`config.mk`:
```
export PLATFORM = sky130hd
export DESIGN_NAME = mem_arbiter
export DESIGN_NICKNAME = d
export VERILOG_FILES = /design/src/rtl/mem_arb_pkg.sv /design/src/rtl/rr_arbiter.sv /design/src/rtl/mem_arbiter.sv
export SDC_FILE = /design/constraint.sdc
export NUM_CORES = 1
export LEC_CHECK = 0
export ABC_AREA = 1
export CAP_MARGIN = 15
export CORE_AREA = 2 2 633 635
export CTS_CLUSTER_SIZE = 8
export DETAILED_ROUTE_END_ITERATION = 10
export DIE_AREA = 0 0 635 637
export DONT_BUFFER_PORTS = 1
export PLACE_DENSITY_LB_ADDON = 0.3
export SLEW_MARGIN = 5
export SYNTH_ARGS = -nofsm -noshare
export SYNTH_HDL_FRONTEND = slang
export SYNTH_SLANG_ARGS = --single-unit
```
`constraint.sdc`:
```
create_clock -name clk -period 18.2 [get_ports clk]
set_input_delay 3.64 -clock clk [delete_from_list [all_inputs] [get_ports clk]]
set_output_delay 3.64 -clock clk [all_outputs]
set_load 0.02 [all_outputs]
```
`src/rtl/mem_arb_pkg.sv`:
```
`default_nettype none
// ============================================================================
// Module      : mem_arb_pkg
// Description : Shared types and helpers for the memory transaction arbiter.
// Revision    : 1.0 - initial release
// ============================================================================
package mem_arb_pkg;

    typedef enum logic [1:0] {
        IDLE  = 2'd0,
        ISSUE = 2'd1,
        WAIT  = 2'd2,
        DONE  = 2'd3
    } state_e;

    // Index width for n requesters; never narrower than one bit.
    function automatic int idx_w(input int n);
        return (n <= 2) ? 1 : $clog2(n);
    endfunction

endpackage
`default_nettype wire

```
`src/rtl/rr_arbiter.sv`:
```
`default_nettype none
// ============================================================================
// Module      : rr_arbiter
// Description : Combinational round-robin pick: first request after last_i.
// Revision    : 1.0 - initial release
// ============================================================================
module rr_arbiter
    import mem_arb_pkg::*;
#(
    parameter  int NUM_REQ = 3,
    localparam int IDX_W   = idx_w(NUM_REQ)
) (
    input  logic [NUM_REQ-1:0] req_i,
    input  logic [IDX_W-1:0]   last_i,
    output logic [IDX_W-1:0]   idx_o,
    output logic               valid_o
);

    logic [IDX_W-1:0]   w_start;
    logic [NUM_REQ-1:0] w_rot;
    logic [IDX_W-1:0]   w_off;
    int                 w_sum;

    always_comb begin
        w_start = (int'(last_i) >= NUM_REQ - 1) ? '0 : last_i + 1'b1;
    end

    // Rotate so the requester just after last_i sits at bit 0.
    assign w_rot = NUM_REQ'({req_i, req_i} >> w_start);

    always_comb begin
        w_off = '0;
        for (int j = NUM_REQ - 1; j >= 0; j--) begin
            if (w_rot[j]) begin
                w_off = IDX_W'(j);
            end
        end
    end

    always_comb begin
        w_sum = int'(w_start) + int'(w_off);
        if (w_sum >= NUM_REQ) begin
            w_sum = w_sum - NUM_REQ;
        end
        idx_o = IDX_W'(w_sum);
    end

    assign valid_o = |req_i;

endmodule
`default_nettype wire

```
`src/rtl/mem_arbiter.sv`:
```
`default_nettype none
// ============================================================================
// Module      : mem_arbiter
// Description : Round-robin sharing of one memory_ctrl transaction port.
// Revision    : 1.0 - initial release
// ============================================================================
module mem_arbiter
    import mem_arb_pkg::*;
#(
    parameter int NUM_REQ    = 3,
    parameter int DATA_WIDTH = 256,
    parameter int ADDR_WIDTH = 16
) (
    input  logic                          clk,
    input  logic                          reset,
    input  logic [NUM_REQ-1:0]            req_i,
    input  logic [NUM_REQ-1:0]            w_en_i,
    input  logic [NUM_REQ*ADDR_WIDTH-1:0] addr_i,
    input  logic [NUM_REQ*DATA_WIDTH-1:0] w_data_i,
    output logic [NUM_REQ-1:0]            grant_o,
    output logic [NUM_REQ-1:0]            done_o,
    output logic [DATA_WIDTH-1:0]         r_data_o,
    output logic                          busy_o,
    output logic                          ctrl_do_tran_o,
    output logic                          ctrl_w_en_o,
    output logic [ADDR_WIDTH-1:0]         ctrl_addr_o,
    output logic [DATA_WIDTH-1:0]         ctrl_w_data_o,
    input  logic [DATA_WIDTH-1:0]         ctrl_r_data_i,
    input  logic                          ctrl_tran_done_i
);

    localparam int IDX_W = idx_w(NUM_REQ);

    state_e                 state_q,   state_d;
    logic [IDX_W-1:0]       last_q,    last_d;
    logic [IDX_W-1:0]       idx_q,     idx_d;
    logic [NUM_REQ-1:0]     grant_q,   grant_d;
    logic [NUM_REQ-1:0]     done_q,    done_d;
    logic [DATA_WIDTH-1:0]  r_data_q,  r_data_d;
    logic                   busy_q,    busy_d;
    logic                   do_tran_q, do_tran_d;
    logic                   w_en_q,    w_en_d;
    logic [ADDR_WIDTH-1:0]  addr_q,    addr_d;
    logic [DATA_WIDTH-1:0]  wdata_q,   wdata_d;

    logic [IDX_W-1:0]       w_arb_idx;
    logic                   w_arb_valid;
    logic                   w_sel_wen;
    logic [ADDR_WIDTH-1:0]  w_sel_addr;
    logic [DATA_WIDTH-1:0]  w_sel_wdata;

    rr_arbiter #(
        .NUM_REQ (NUM_REQ)
    ) u_rr (
        .req_i   (req_i),
        .last_i  (last_q),
        .idx_o   (w_arb_idx),
        .valid_o (w_arb_valid)
    );

    always_comb begin
        w_sel_wen   = 1'b0;
        w_sel_addr  = '0;
        w_sel_wdata = '0;
        for (int k = 0; k < NUM_REQ; k++) begin
            if (int'(w_arb_idx) == k) begin
                w_sel_wen   = w_en_i[k];
                w_sel_addr  = addr_i[k*ADDR_WIDTH +: ADDR_WIDTH];
                w_sel_wdata = w_data_i[k*DATA_WIDTH +: DATA_WIDTH];
            end
        end
    end

    always_comb begin
        state_d   = state_q;
        last_d    = last_q;
        idx_d     = idx_q;
        grant_d   = grant_q;
        done_d    = '0;
        r_data_d  = r_data_q;
        do_tran_d = 1'b0;
        w_en_d    = w_en_q;
        addr_d    = addr_q;
        wdata_d   = wdata_q;
        case (state_q)
            IDLE: begin
                if (w_arb_valid) begin
                    idx_d     = w_arb_idx;
                    grant_d   = NUM_REQ'(1) << w_arb_idx;
                    w_en_d    = w_sel_wen;
                    addr_d    = w_sel_addr;
                    wdata_d   = w_sel_wdata;
                    do_tran_d = 1'b1;
                    state_d   = ISSUE;
                end
            end
            ISSUE: begin
                state_d = WAIT;
            end
            WAIT: begin
                // Writes leave the last read result visible to requesters.
                if (ctrl_tran_done_i) begin
                    if (!w_en_q) begin
                        r_data_d = ctrl_r_data_i;
                    end
                    done_d  = NUM_REQ'(1) << idx_q;
                    state_d = DONE;
                end
            end
            DONE: begin
                last_d  = idx_q;
                grant_d = '0;
                state_d = IDLE;
            end
            default: begin
                state_d = IDLE;
            end
        endcase
        busy_d = (state_d != IDLE);
    end

    always_ff @(posedge clk or posedge reset) begin
        if (reset) begin
            state_q   <= IDLE;
            last_q    <= IDX_W'(NUM_REQ - 1);
            idx_q     <= '0;
            grant_q   <= '0;
            done_q    <= '0;
            r_data_q  <= '0;
            busy_q    <= 1'b0;
            do_tran_q <= 1'b0;
            w_en_q    <= 1'b0;
            addr_q    <= '0;
            wdata_q   <= '0;
        end else begin
            state_q   <= state_d;
            last_q    <= last_d;
            idx_q     <= idx_d;
            grant_q   <= grant_d;
            done_q    <= done_d;
            r_data_q  <= r_data_d;
            busy_q    <= busy_d;
            do_tran_q <= do_tran_d;
            w_en_q    <= w_en_d;
            addr_q    <= addr_d;
            wdata_q   <= wdata_d;
        end
    end

    assign grant_o        = grant_q;
    assign done_o         = done_q;
    assign r_data_o       = r_data_q;
    assign busy_o         = busy_q;
    assign ctrl_do_tran_o = do_tran_q;
    assign ctrl_w_en_o    = w_en_q;
    assign ctrl_addr_o    = addr_q;
    assign ctrl_w_data_o  = wdata_q;

endmodule
`default_nettype wire

```
# ---- Word level (Yosys, flattened, before mapping)
# Cells that the tools add are included.
# Widths: inputs -> output; s select.
dict set report op_classes {
  add_sub_neg 3
  mul 0
  n_div 0
  order_cmp 2
  n_eq_ne 6
  n_shift 3
  n_mux 23
  n_bitwise 1
  n_reduce_logical 8
}
# cell n
set op_table {}
lappend op_table {{$mux 256} 3}
lappend op_table {{$mux 16} 3}
lappend op_table {{$mux 2} 7}
lappend op_table {{$mux 3} 3}
lappend op_table {{$eq 2x2->1 const B} 4}
lappend op_table {{$pmux 2 s4} 1}
lappend op_table {{$pmux 3 s2} 1}
lappend op_table {{$shl 1x2->3 const A} 2}
lappend op_table {{$shr 6x2->3} 1}
lappend op_table {{$mux 1} 5}
lappend op_table {{$logic_not 2->1} 2}
lappend op_table {{$reduce_and 2->1} 2}
lappend op_table {{$reduce_bool 2->1} 2}
lappend op_table {{$add 2x2->3} 1}
lappend op_table {{$ge 3x2->1 const B} 1}
lappend op_table {{$reduce_and 3->1} 1}
lappend op_table {{$reduce_or 3->1} 1}
lappend op_table {{$add 2x1->2 const B} 1}
lappend op_table {{$eq 2x1->1 const B} 1}
lappend op_table {{$ge 2x2->1 const B} 1}
lappend op_table {{$ne 2x1->1 const B} 1}
lappend op_table {{$sub 2x1->2 const B} 1}
lappend op_table {{$not 1->1} 1}
dict set report word_totals {
  ff_bits 543
  latch_bits 0
  ramBits 0
  mem_bits_ro 0
  in_bits 1081
  output_inout_bits 537
  n_memories 0
}

# ---- Longest topological paths before layout
# Gate-level depths: netlist (run 1).
dict set report logic_depth {
  ltp_word 13
  depth_mapped 21
}

# ---- Modules after synthesis
# A second synthesis (run 1) with hierarchy kept.
dict set report unflattened {
  cells_unflattened 3848
  hier_area_um2 28773.8
}
# mod instances cells_each area_each_um2
set modules_own_cells {}
lappend modules_own_cells {mem_arbiter 1 3810 28562.4}
lappend modules_own_cells {rr_arbiter 1 38 211.5}

# ---- Least setup slack after synthesis (run 1)
# OpenSTA, ideal clock, no wires.
dict set report synth_timing {
  kind {input to register}
  from {input port req_i[2]}
  to {register wdata_q[100] (netlist: ctrl_w_data_o[100])}
  arrival_ns 6.021
  setup_slack_ns 12.062
  cell_stages 20
  cell_sequence {inv_1 -> nand2_1 -> o21ai_0 -> nand2_1 -> o21ai_0 -> nor2_1 -> ha_1 -> fa_1 -> ha_1 -> nor2_4 -> nand2_1 -> nand2_1 -> nand2_2 -> buf_6 -> nand2_2 -> buf_4 -> buf_4 -> nand3_1 -> nand2_1 -> nand2_1}
}
dict set report synth_via {
  elab_chain_cells 11
  elab_cells_between_ends 16
  classes_between {2 x add/sub; 1 x order compare; 2 x eq/ne; 1 x shift; 7 x mux; 3 x reduce/logical}
}
# element line_no
set synth_rtl {}
lappend synth_rtl {{start, declared} mem_arbiter.sv:16} ;# input logic [NUM_REQ-1:0] req_i,
lappend synth_rtl {{$shr 6x2->3} rr_arbiter.sv:29} ;# assign w_rot = NUM_REQ'({req_i, req_i} >> w_start);
lappend synth_rtl {{$mux 2 (3 in a row)} rr_arbiter.sv:34} ;# if (w_rot[j]) begin
lappend synth_rtl {{$add 2x2->3} rr_arbiter.sv:41} ;# w_sum = int'(w_start) + int'(w_off);
lappend synth_rtl {{$ge 3x2->1 / $sub 2x1->2 (equally long branches)} {rr_arbiter.sv:42, rr_arbiter.sv:43}}
lappend synth_rtl {{$mux 2} rr_arbiter.sv:42} ;# if (w_sum >= NUM_REQ) begin
lappend synth_rtl {{$logic_not 2->1} mem_arbiter.sv:66} ;# if (int'(w_arb_idx) == k) begin
lappend synth_rtl {{$mux 256 (3 in a row)} mem_arbiter.sv:66}
lappend synth_rtl {{end signal, assigned} mem_arbiter.sv:146} ;# wdata_q <= wdata_d;
lappend synth_rtl {{end, declared} mem_arbiter.sv:44} ;# logic [DATA_WIDTH-1:0] wdata_q, wdata_d;
# Parallel ways exist; a longest one is shown, timed or not.
# A chain may end at the register's enable or synchronous reset.

# ---- Final worst setup path (run 1)
dict set report layout_timing {
  from {input port req_i[2]}
  to {register wdata_q[105] (netlist: ctrl_w_data_o[105])}
}
# The elaborated chain is that of the path after synthesis.

==> summary.txt, run 1 <==
Detailed routing
  – DR iter-0 viols: 1962
  – Routed Antenna Nets: 0
  – DRT Pass-1 Iters: 6
  – DR vias/cell: approximately 3
  – DRT Wirelength: around 310000 um
  – Residual DRC: 0
  – WL per Instance: 34.5 um
  – Total number of vias: 27200

Global routing
  – Initial antenna violation count: ~460
  – GRT Overall Usage: 0.149
  – Vias in the first global route: approximately 26000
  – First-pass GRT wire length: 373000 um
  – Grt total ovfl: 0
  – Largest net degree at the start of global routing: around 120

Finish
  – Layout cells sized above 1: 0.114
  – Fin area: 37900 um^2
  – Filler instances: about 46000
  – Fin nets: 4685
  – Area Overhead vs Synth: 30.5%
  – Core Util, Final: 0.0952

Yosys
  – Dominant cell type by area after synthesis: dfrtp_1
  – Number of flops mapped to enable cells by yosys: 0
  – Sequential fraction of the synthesis area: 0.468
  – Asr flop ratio synth: 1.00
  – Synthesized Nets: about 4800
  – Netlist cell types: 27
  – Share of the synthesized area in the top cell type: 0.467
  – Flops & latches, synth: 543
  – Dominant synthesized flop cell: dfrtp_1
  – Syn Std Cell Area: between 20000 and 30000 um^2
  – Synthesized area per cell: between 7 and 8 um^2
  – Yosys warns: 0
  – Largest cells by area after synthesis: dfrtp_1 (47%), nand2_1 (21%), mux2_2 (9.2%)
  – Synth Instances: 3701

Status
  – Run status: finished clean

Setup path
  – Crit end category: register
  – Reg2Reg Capture Point: ctrl_w_data_o[105]
  – CP peak stage delay: slightly below 0.9 ns
  – Worst Path Max Fanout: 95
  – Most frequent CP cell: nand2_1
  – R2R setup slack: roughly 13 ns
  – R2R depth: 18
  – Worst setup path end: ctrl_w_data_o[105]
  – Setup CP Type: in2reg
  – FF-to-FF Start: last_q[1]
  – Crit path cell chain: inv_1 -> nand2_1 -> o21ai_0 -> nand2_1 -> o21ai_0 -> nor2_1 -> ha_1 -> fa_1 -> ha_1 -> nor2_4 -> nand2_1 -> nand2_1 -> nand2_8 -> buf_4 -> buf_4 -> nand2_1 -> nand3_1 -> nand2_1 -> nand2_1
  – Worst endpoint data arrival time: roughly 8.5 ns
  – CP max-delay cell: buf_4
  – Critical Path RT: approximately 19 ns
  – Startpoint types: primary input
  – CP startpoint: req_i[2]

Clock network
  – Sink Count: ~540
  – Worst-skew pair later-pin latency: slightly below 0.9 ns
  – CTS tree: yes
  – Setup bufs post-CTS: 0
  – Max Root-Sink Buffers: 4
  – Hold buffer count at CTS: 0
  – Num CTS Buffers: 94
  – Clk root buf: clkbuf_16
  – H-tree depth: 3
  – Worst-path clk slew: 0.05 ns
  – CTS resizes: 0

Die
  – Die area: between 400000 and 500000 um^2
  – Row Count: approximately 230
  – Io pins: about 1600
  – Initial core utilization: 0.0729
  – Die height: about 640 um
  – Die Wd: between 600 and 700 um
  – Core Area: ~400000 um^2

Timing
  – Final Critical Period: around 8 ns
  – Worst slew pin tran: just over 1 ns
  – Final hold violations: 0
  – Part of the cycle the worst path needs: 0.427
  – Slew Viols, Final: 0
  – Unrepaired setup endpoints after global routing: no
  – Max Fclk: 129 MHz
  – Final setup TNS: 0 ns
  – Final setup vio count: 0
  – Worst clock skew: 0.110 ns
  – Slew HR: 0.307

Job
  – MaxCap Viol Count: 0

Worst hold path
  – Worst hold path class: reg2reg

Placed design
  – GPL Wtd Cong: about 0.9
  – Placed inst area: 34700 um^2
  – Detailed Place HPWL: ~270000 um
  – IO buf count: 0
[registers in the layout, summed over array words and instances (netlist names)]
name,flops
ctrl_w_data_o,256
r_data_o,256
ctrl_addr_o,16
done_o,3
grant_o,3
idx_q,2
last_q,2
state_q,2
busy_o,1
ctrl_do_tran_o,1
ctrl_w_en_o,1
[stage by stage]
| stage | cells | hold WS (ns) | worst slack [ns] |
|---|---|---|---|
| 2_1_floorplan | 3701 | 0.465 | 7.17 |
| 3_3_place_gp | 8766 | 0.500 | 9.60 |
| 3_5_place_dp | 8766 | 0.498 | 9.64 |
| 4_1_cts | 8900 | 0.512 | 10.54 |
| 5_1_grt | 8954 | 0.559 | 10.16 |
| 6_report | 9054 | 0.508 | 10.43 |
[cells in the final DEF (no fill, tap or decap), types with 2 or more instances in the layout]
cell and count:
a22oi_1 2, buf_4 39, bufinv_16 5, clkbuf_1 11
clkbuf_16 97, clkbuf_8 6, clkinv_2 5, clkinv_4 2
clkinvlp_4 8, dfrtp_1 542, diode_2 154, ha_1 6
inv_1 409, mux2_1 19, mux2_2 237, nand2_1 1631
nand2_8 5, nand3_1 424, nand3b_1 146, nor2_1 9
nor2_4 2, nor3b_1 2, o21ai_0 15, o22ai_1 2
[area by class of cell]
cell class	count	area (um^2)	share of cell area
tap	5265	6590	0.174
clock inverter	20	265	0.00700
multi-input combinational	2506	12600	0.333
antenna	154	385	0.0102
inverter	412	1560	0.0411
timing repair buffer	40	313	0.00826
sequential	543	13600	0.359
clock buffer	114	2550	0.0674
[logic make-up after synthesis]
group	count (synthesis)	synth area share
and+or+nand+nor	2223	0.326
buffers and inverters	652	0.0993
DFF	543	0.468
muxes	256	0.0993
AOI/OAI and AO/OA	20	0.00371
adders and majority gates	7	0.00328
[synth_stat cells (5+ instances only)]
master    number
buf_1         16
buf_2        127
buf_4         19
buf_6         27
clkbuf_1      51
dfrtp_1      542
ha_1           6
inv_1        410
mux2_1        19
mux2_2       237
nand2_1     1632
nand2_2        5
nand3_1      424
nand3b_1     146
nor2_1         9
o21ai_0       15
[critical path: cells and delay by family]
kind | cells | cell delay (ns)
and+or+nand+nor | 11 | 1.70
buffers and inverters | 3 | 1.57
adders and majority gates | 3 | 1.08
AOI/OAI and AO/OA | 2 | 0.22
[worst min-delay path by stage]
stage | startpoint | end | depth (start not counted)
3_5_place_dp | last_q[1] | last_q[1] | 2
5_1_grt | last_q[1] | last_q[1] | 2
2_1_floorplan | last_q[1] | last_q[1] | 2
3_3_place_gp | last_q[1] | last_q[1] | 2
6_report | last_q[1] | last_q[1] | 2
4_1_cts | last_q[1] | last_q[1] | 2
[metal layers]
layer	vias up	global-route usage	share of wire
met5	-	0	0.0037
met4	176	0.0424	0.039
met3	766	0.0765	0.12
met2	1901	0.267	0.50
met1	13000	0.150	0.34
li1	11400	-	-
Power of run 1 is left out: the tool's default activity adds up to more than one toggle a clock period on the data nets, which glitch-free logic cannot reach.
==> inputs of run 2 (changes only) <==
clock period = 6.5 ns   (was 18.2 ns; I/O delays follow)
==> run 2 against run 1 <==
  * Routed wire length shrank 0.23%
  * Flip-flop and latch count is the same
  * Clock skew shrank 0.032 ns
  * Core utilization grew 0.058 points
  * Cell count is essentially flat
  * Register-to-register slack lost 11 ns
  * Count of clock-buffer cells in the layout is the same
  * Hold slack lost 0.084 ns
  * Worst setup slack lost 8.4 ns
  * Non-clock buffer count grew 6
  * Critical path depth shrank 2
  * Critical endpoint is now ctrl_w_data_o[174]
  * Largest cell class unchanged
==> summary.txt, run 2 (synthesis results as in run 1) <==
Setup path
  – Worst endpoint data arrival time: between 5 and 6 ns
  – Startpoint types: register
  – Worst Path Max Fanout: 57
  – Setup CP Type: reg2reg
  – Crit end category: register
  – Critical Path RT: 7.16 ns
  – CP startpoint: last_q[1]
  – FF-to-FF Start: last_q[1]

Global routing
  – GRT Overall Usage: 0.148
  – Largest net degree at the start of global routing: approximately 130
  – Initial antenna violation count: roughly 450
  – First-pass GRT wire length: ~370000 um
  – Grt total ovfl: 0
  – Vias in the first global route: ~26000

Detailed routing
  – DR vias/cell: 3.03
  – WL per Instance: between 30 and 40 um
  – Routed Antenna Nets: 0
  – DRT Wirelength: about 310000 um
  – DR iter-0 viols: about 2300
  – Total number of vias: around 27000
  – Residual DRC: 0
  – DRT Pass-1 Iters: 6

Clock network
  – Sink Count: 543
  – Num CTS Buffers: around 90
  – Worst-skew pair later-pin latency: approximately 0.85 ns
  – Max Root-Sink Buffers: 4
  – Setup bufs post-CTS: 0
  – H-tree depth: 3
  – Clk root buf: clkbuf_16
  – CTS resizes: 0
  – Hold buffer count at CTS: 0
  – CTS tree: yes
  – Worst-path clk slew: around 0.070 ns

Finish
  – Area Overhead vs Synth: 31.3%
  – Commonest non-fill, non-tap cells in the layout: nand2_1 (1631), dfrtp_1 (542), nand3_1 (424)
  – Layout cells sized above 1: 0.114
  – Filler instances: roughly 46000
  – Fin nets: approximately 4700
  – Most common cell after layout, fill and taps aside: nand2_1
  – Multi-input gate area: approximately 13000 um^2
  – Register area: roughly 14000 um^2

Placed design
  – GPL Wtd Cong: about 0.88
  – Detailed Place HPWL: between 200000 and 300000 um
  – IO buf count: 0

Timing
  – Part of the cycle the worst path needs: 0.695
  – Slew Viols, Final: 0
  – Max Fclk: 221 MHz
  – Worst clock skew: approximately 0.077 ns
  – Unrepaired setup endpoints after global routing: no
  – Min Hold Slack: 0.424 ns
  – Final hold violations: 0
  – Slew HR: 0.336
  – Worst slew pin tran: around 1 ns
  – Final setup vio count: 0
  – Final Critical Period: ~4.5 ns

Job
  – MaxCap Viol Count: 0

Die
  – Initial core utilization: 0.0729
  – Die area: between 400000 and 500000 um^2
  – Core Area: slightly below 400000 um^2
  – Die Wd: ~640 um
  – Io pins: between 1500 and 2000
  – Row Count: 232
  – Die height: 637 um

Worst hold path
  – Worst hold path class: in2async

Status
  – Run status: finished clean
## run 2: final cells by class
type	count	area share
Multi-Input combinational cell	2506	0.331
Tap cell	5265	0.173
Clock inverter	16	0.00663
Clock buffer	114	0.0653
Sequential cell	543	0.357
Timing Repair Buffer	46	0.0166
Antenna cell	148	0.00972
Inverter	412	0.0409
## run 2: final timing paths
| check | depth (start not counted) | endpoint | slack, ns |
|---|---|---|---|
| worst max register to register | 17 | ctrl_w_data_o[174] | 1.98 |
| worst max-delay path | 17 | ctrl_w_data_o[174] | 1.98 |
| min in group clk | 2 | last_q[1] | 0.51 |
| worst min register to register | 2 | last_q[1] | 0.51 |
| max in group asynchronous | 3 | ctrl_w_data_o[160] | 4.53 |
| worst min-delay path | 1 | ctrl_w_data_o[237] | 0.42 |
## run 2: worst max-delay path, cell delays in order (launching register included)
cell and delay, ns:
dfstp_2 0.58, nor2_1 0.11, o21ai_0 0.24, nand2_1 0.08, o21ai_0 0.11, nor2_1 0.08, ha_1 0.22, fa_1 0.54
ha_1 0.27, nor2_4 0.13, nand2_1 0.08, nand2_1 0.15, nand2_8 0.31, nand2_8 0.51, buf_4 0.53, nand3_1 0.18
nand2_1 0.10, nand2_1 0.05
## run 2: per-layer routing
layer,vias to the layer above,track usage,part of all wire,wire length [um]
met5,-,0,0.0038,1190
met4,178,0.0405,0.037,11400
met3,759,0.0763,0.12,36700
met2,1967,0.264,0.50,155000
met1,13100,0.151,0.35,108000
li1,11400,-,-,-
## run 2: per-stage QoR
stage                     setup WS, ns  TNS (ns)  instance area [um^2]  utilization  std cells
after floorplan                  -2.19  -1184.45                 29000            -       3701
after global placement            1.35         0                 35000       0.0879       8772
after detailed placement          1.33         0                 35000       0.0879       8772
after CTS                         1.97         0                 37700       0.0948       8902
after global routing              1.61         0                 37900       0.0952       8958
final                             1.98         0                 38100       0.0958       9050
Power of run 2 is left out for the same reason.
==> inputs of run 3 (changes only) <==
CORE_AREA = 2 2 634 636   (was 2 2 633 635)
DIE_AREA = 0 0 636 638   (was 0 0 635 637)
clock period = 4.72 ns   (was 6.5 ns; I/O delays follow)
==> run 3 against run 2 <==
  * Via count rose by 0.19%
  * Clock skew shrank 0.048 ns
  * Count of clock-buffer cells in the layout up 6
  * Fmax rose by 8.2%
  * Critical path depth stayed put
  * Cell count is 0.81% higher
  * Core utilization rose by 0.17 points
  * Cell area grew 1.9%
  * Flip-flop and latch count stayed put
  * Global-route usage increased by 0.57 points
  * Hold slack worse by 0.24 ns
  * Highest routed layer unchanged
==> summary.txt, run 3 (synthesis results as in run 1) <==
Status
  – Run status: finished clean

Timing
  – Part of the cycle the worst path needs: 0.884
  – Slew Viols, Final: 0
  – Unrepaired setup endpoints after global routing: no
  – Worst clock skew: ~0.030 ns
  – Final hold violations: 0
  – Slew HR: 0.235
  – Final setup TNS: 0 ns
  – Max Fclk: 240 MHz
  – Min Hold Slack: around 0.19 ns
  – Worst slew pin tran: around 1.1 ns
  – Final setup vio count: 0
  – Final Critical Period: approximately 4.2 ns

Placed design
  – Detailed Place HPWL: roughly 290000 um
  – IO buf count: 0
  – Placed Cells incl. Taps: just under 9000
  – GPL Wtd Cong: 0.888

Setup path
  – Setup CP Type: reg2reg
  – Worst Path Buf+Inv: 2
  – Worst Path Max Fanout: 22
  – Crit path cell chain: nor2_1 -> o21ai_0 -> nand2_1 -> o21ai_0 -> nor2_1 -> ha_1 -> fa_1 -> ha_1 -> nor2_4 -> nand3_1 -> nand2_8 -> buf_4 -> nand3_1 -> nand3_1 -> buf_4 -> nand2_1 -> nand2_1
  – R2R setup slack: ~0.55 ns
  – CP peak stage delay: slightly below 0.6 ns
  – Worst setup path end: ctrl_addr_o[4]
  – CP max-delay cell: dfstp_2
  – CP startpoint: last_q[1]
  – Worst endpoint data arrival time: approximately 4.9 ns
  – Largest delay share family, worst path: simple AND/OR/NAND/NOR gates
  – FF-to-FF Start: last_q[1]
  – Crit path depth: 17
  – Startpoint types: register
  – Crit end category: register
  – Critical Path RT: between 5 and 6 ns
  – R2R depth: 17
  – Reg2Reg Capture Point: ctrl_addr_o[4]

Die
  – Core Area: between 300000 and 400000 um^2
  – Die height: 638 um
  – Die Wd: approximately 640 um
  – Row Count: ~230
  – Die area: 406000 um^2
  – Io pins: around 1600
  – Initial core utilization: 0.0728

Detailed routing
  – Routed Antenna Nets: 0
  – WL per Instance: around 36 um
  – Residual DRC: 0
  – DRT Pass-1 Iters: 6
  – DR iter-0 viols: roughly 2000
  – Total number of vias: ~27000
  – DR vias/cell: 3.01
  – DRT Wirelength: 324000 um

Clock network
  – Setup bufs post-CTS: 0
  – Hold buffer count at CTS: 0
  – CTS resizes: 0
  – Clk root buf: clkbuf_16
  – Num CTS Buffers: 95
  – Worst-path clk slew: 0.06 ns
  – Sink Count: between 500 and 600
  – Worst-skew pair later-pin latency: 0.82 ns
  – Max Root-Sink Buffers: 4
  – H-tree depth: 3
  – CTS tree: yes

Finish
  – Layout cells sized above 1: 0.131
  – Most common cell after layout, fill and taps aside: nand2_1
  – Register area: between 10000 and 15000 um^2
  – Non-Filler Instances: just over 9000
  – Core Util, Final: 0.0974
  – Fin nets: roughly 4800
  – Area Overhead vs Synth: 33.8%
  – Commonest non-fill, non-tap cells in the layout: nand2_1 (1631), dfrtp_1 (542), nand3_1 (424)
  – Multi-input gate area: 12600 um^2
  – Filler instances: around 46000

Global routing
  – GRT Overall Usage: 0.154
  – Vias in the first global route: between 20000 and 30000
  – Largest net degree at the start of global routing: roughly 130
  – Initial antenna violation count: 500
  – First-pass GRT wire length: between 300000 and 400000 um
  – Grt total ovfl: 0

Worst hold path
  – Worst hold path class: in2async

Job
  – MaxCap Viol Count: 0
## run 3: cell count changes in the layout (fill, tap and decap cells not counted), moves of 2 or more
cell	previous run	this run
buf_12	23	38
buf_4	23	67
bufinv_16	6	2
clkbuf_1	14	12
clkbuf_16	94	97
clkbuf_8	6	11
clkinv_2	5	7
clkinv_4	1	3
clkinvlp_4	4	8
diode_2	148	151
## run 3: stage by stage
stage | worst slack, ns | instance area, um^2
floorplan | -3.61 | 29000
global placement | 0.122 | 35600
detailed placement | 0.131 | 35600
CTS | 0.432 | 38500
global route | 0.274 | 38600
finish | 0.549 | 38800
## run 3: metal layers
layer,global-route usage,vias to the layer above,part of all wire
li1,-,11600,-
met1,0.148,13000,0.33
met2,0.286,1915,0.52
met3,0.0856,795,0.12
met4,0.0333,220,0.029
met5,0,-,0.0045
## run 3: layout make-up
cell class | instances | share of cell area
Multi-Input combinational cell | 2506 | 0.325
Antenna cell | 151 | 0.00973
Timing Repair Buffer | 105 | 0.0325
Tap cell | 5265 | 0.170
Inverter | 412 | 0.0401
Clock inverter | 21 | 0.00532
Sequential cell | 543 | 0.350
Clock buffer | 120 | 0.0676
## run 3: worst min path at each step
stage / slack, ns / end / cells past startpoint / startpoint
finish: 0.19 / r_data_o[83] / 1 / reset
global route: 0.13 / r_data_o[83] / 1 / reset
CTS: 0.11 / r_data_o[83] / 1 / reset
detailed placement: 0.50 / last_q[1] / 2 / last_q[1]
global placement: 0.49 / last_q[1] / 2 / last_q[1]
floorplan: 0.46 / last_q[1] / 2 / last_q[1]
Power of run 3 is left out for the same reason.
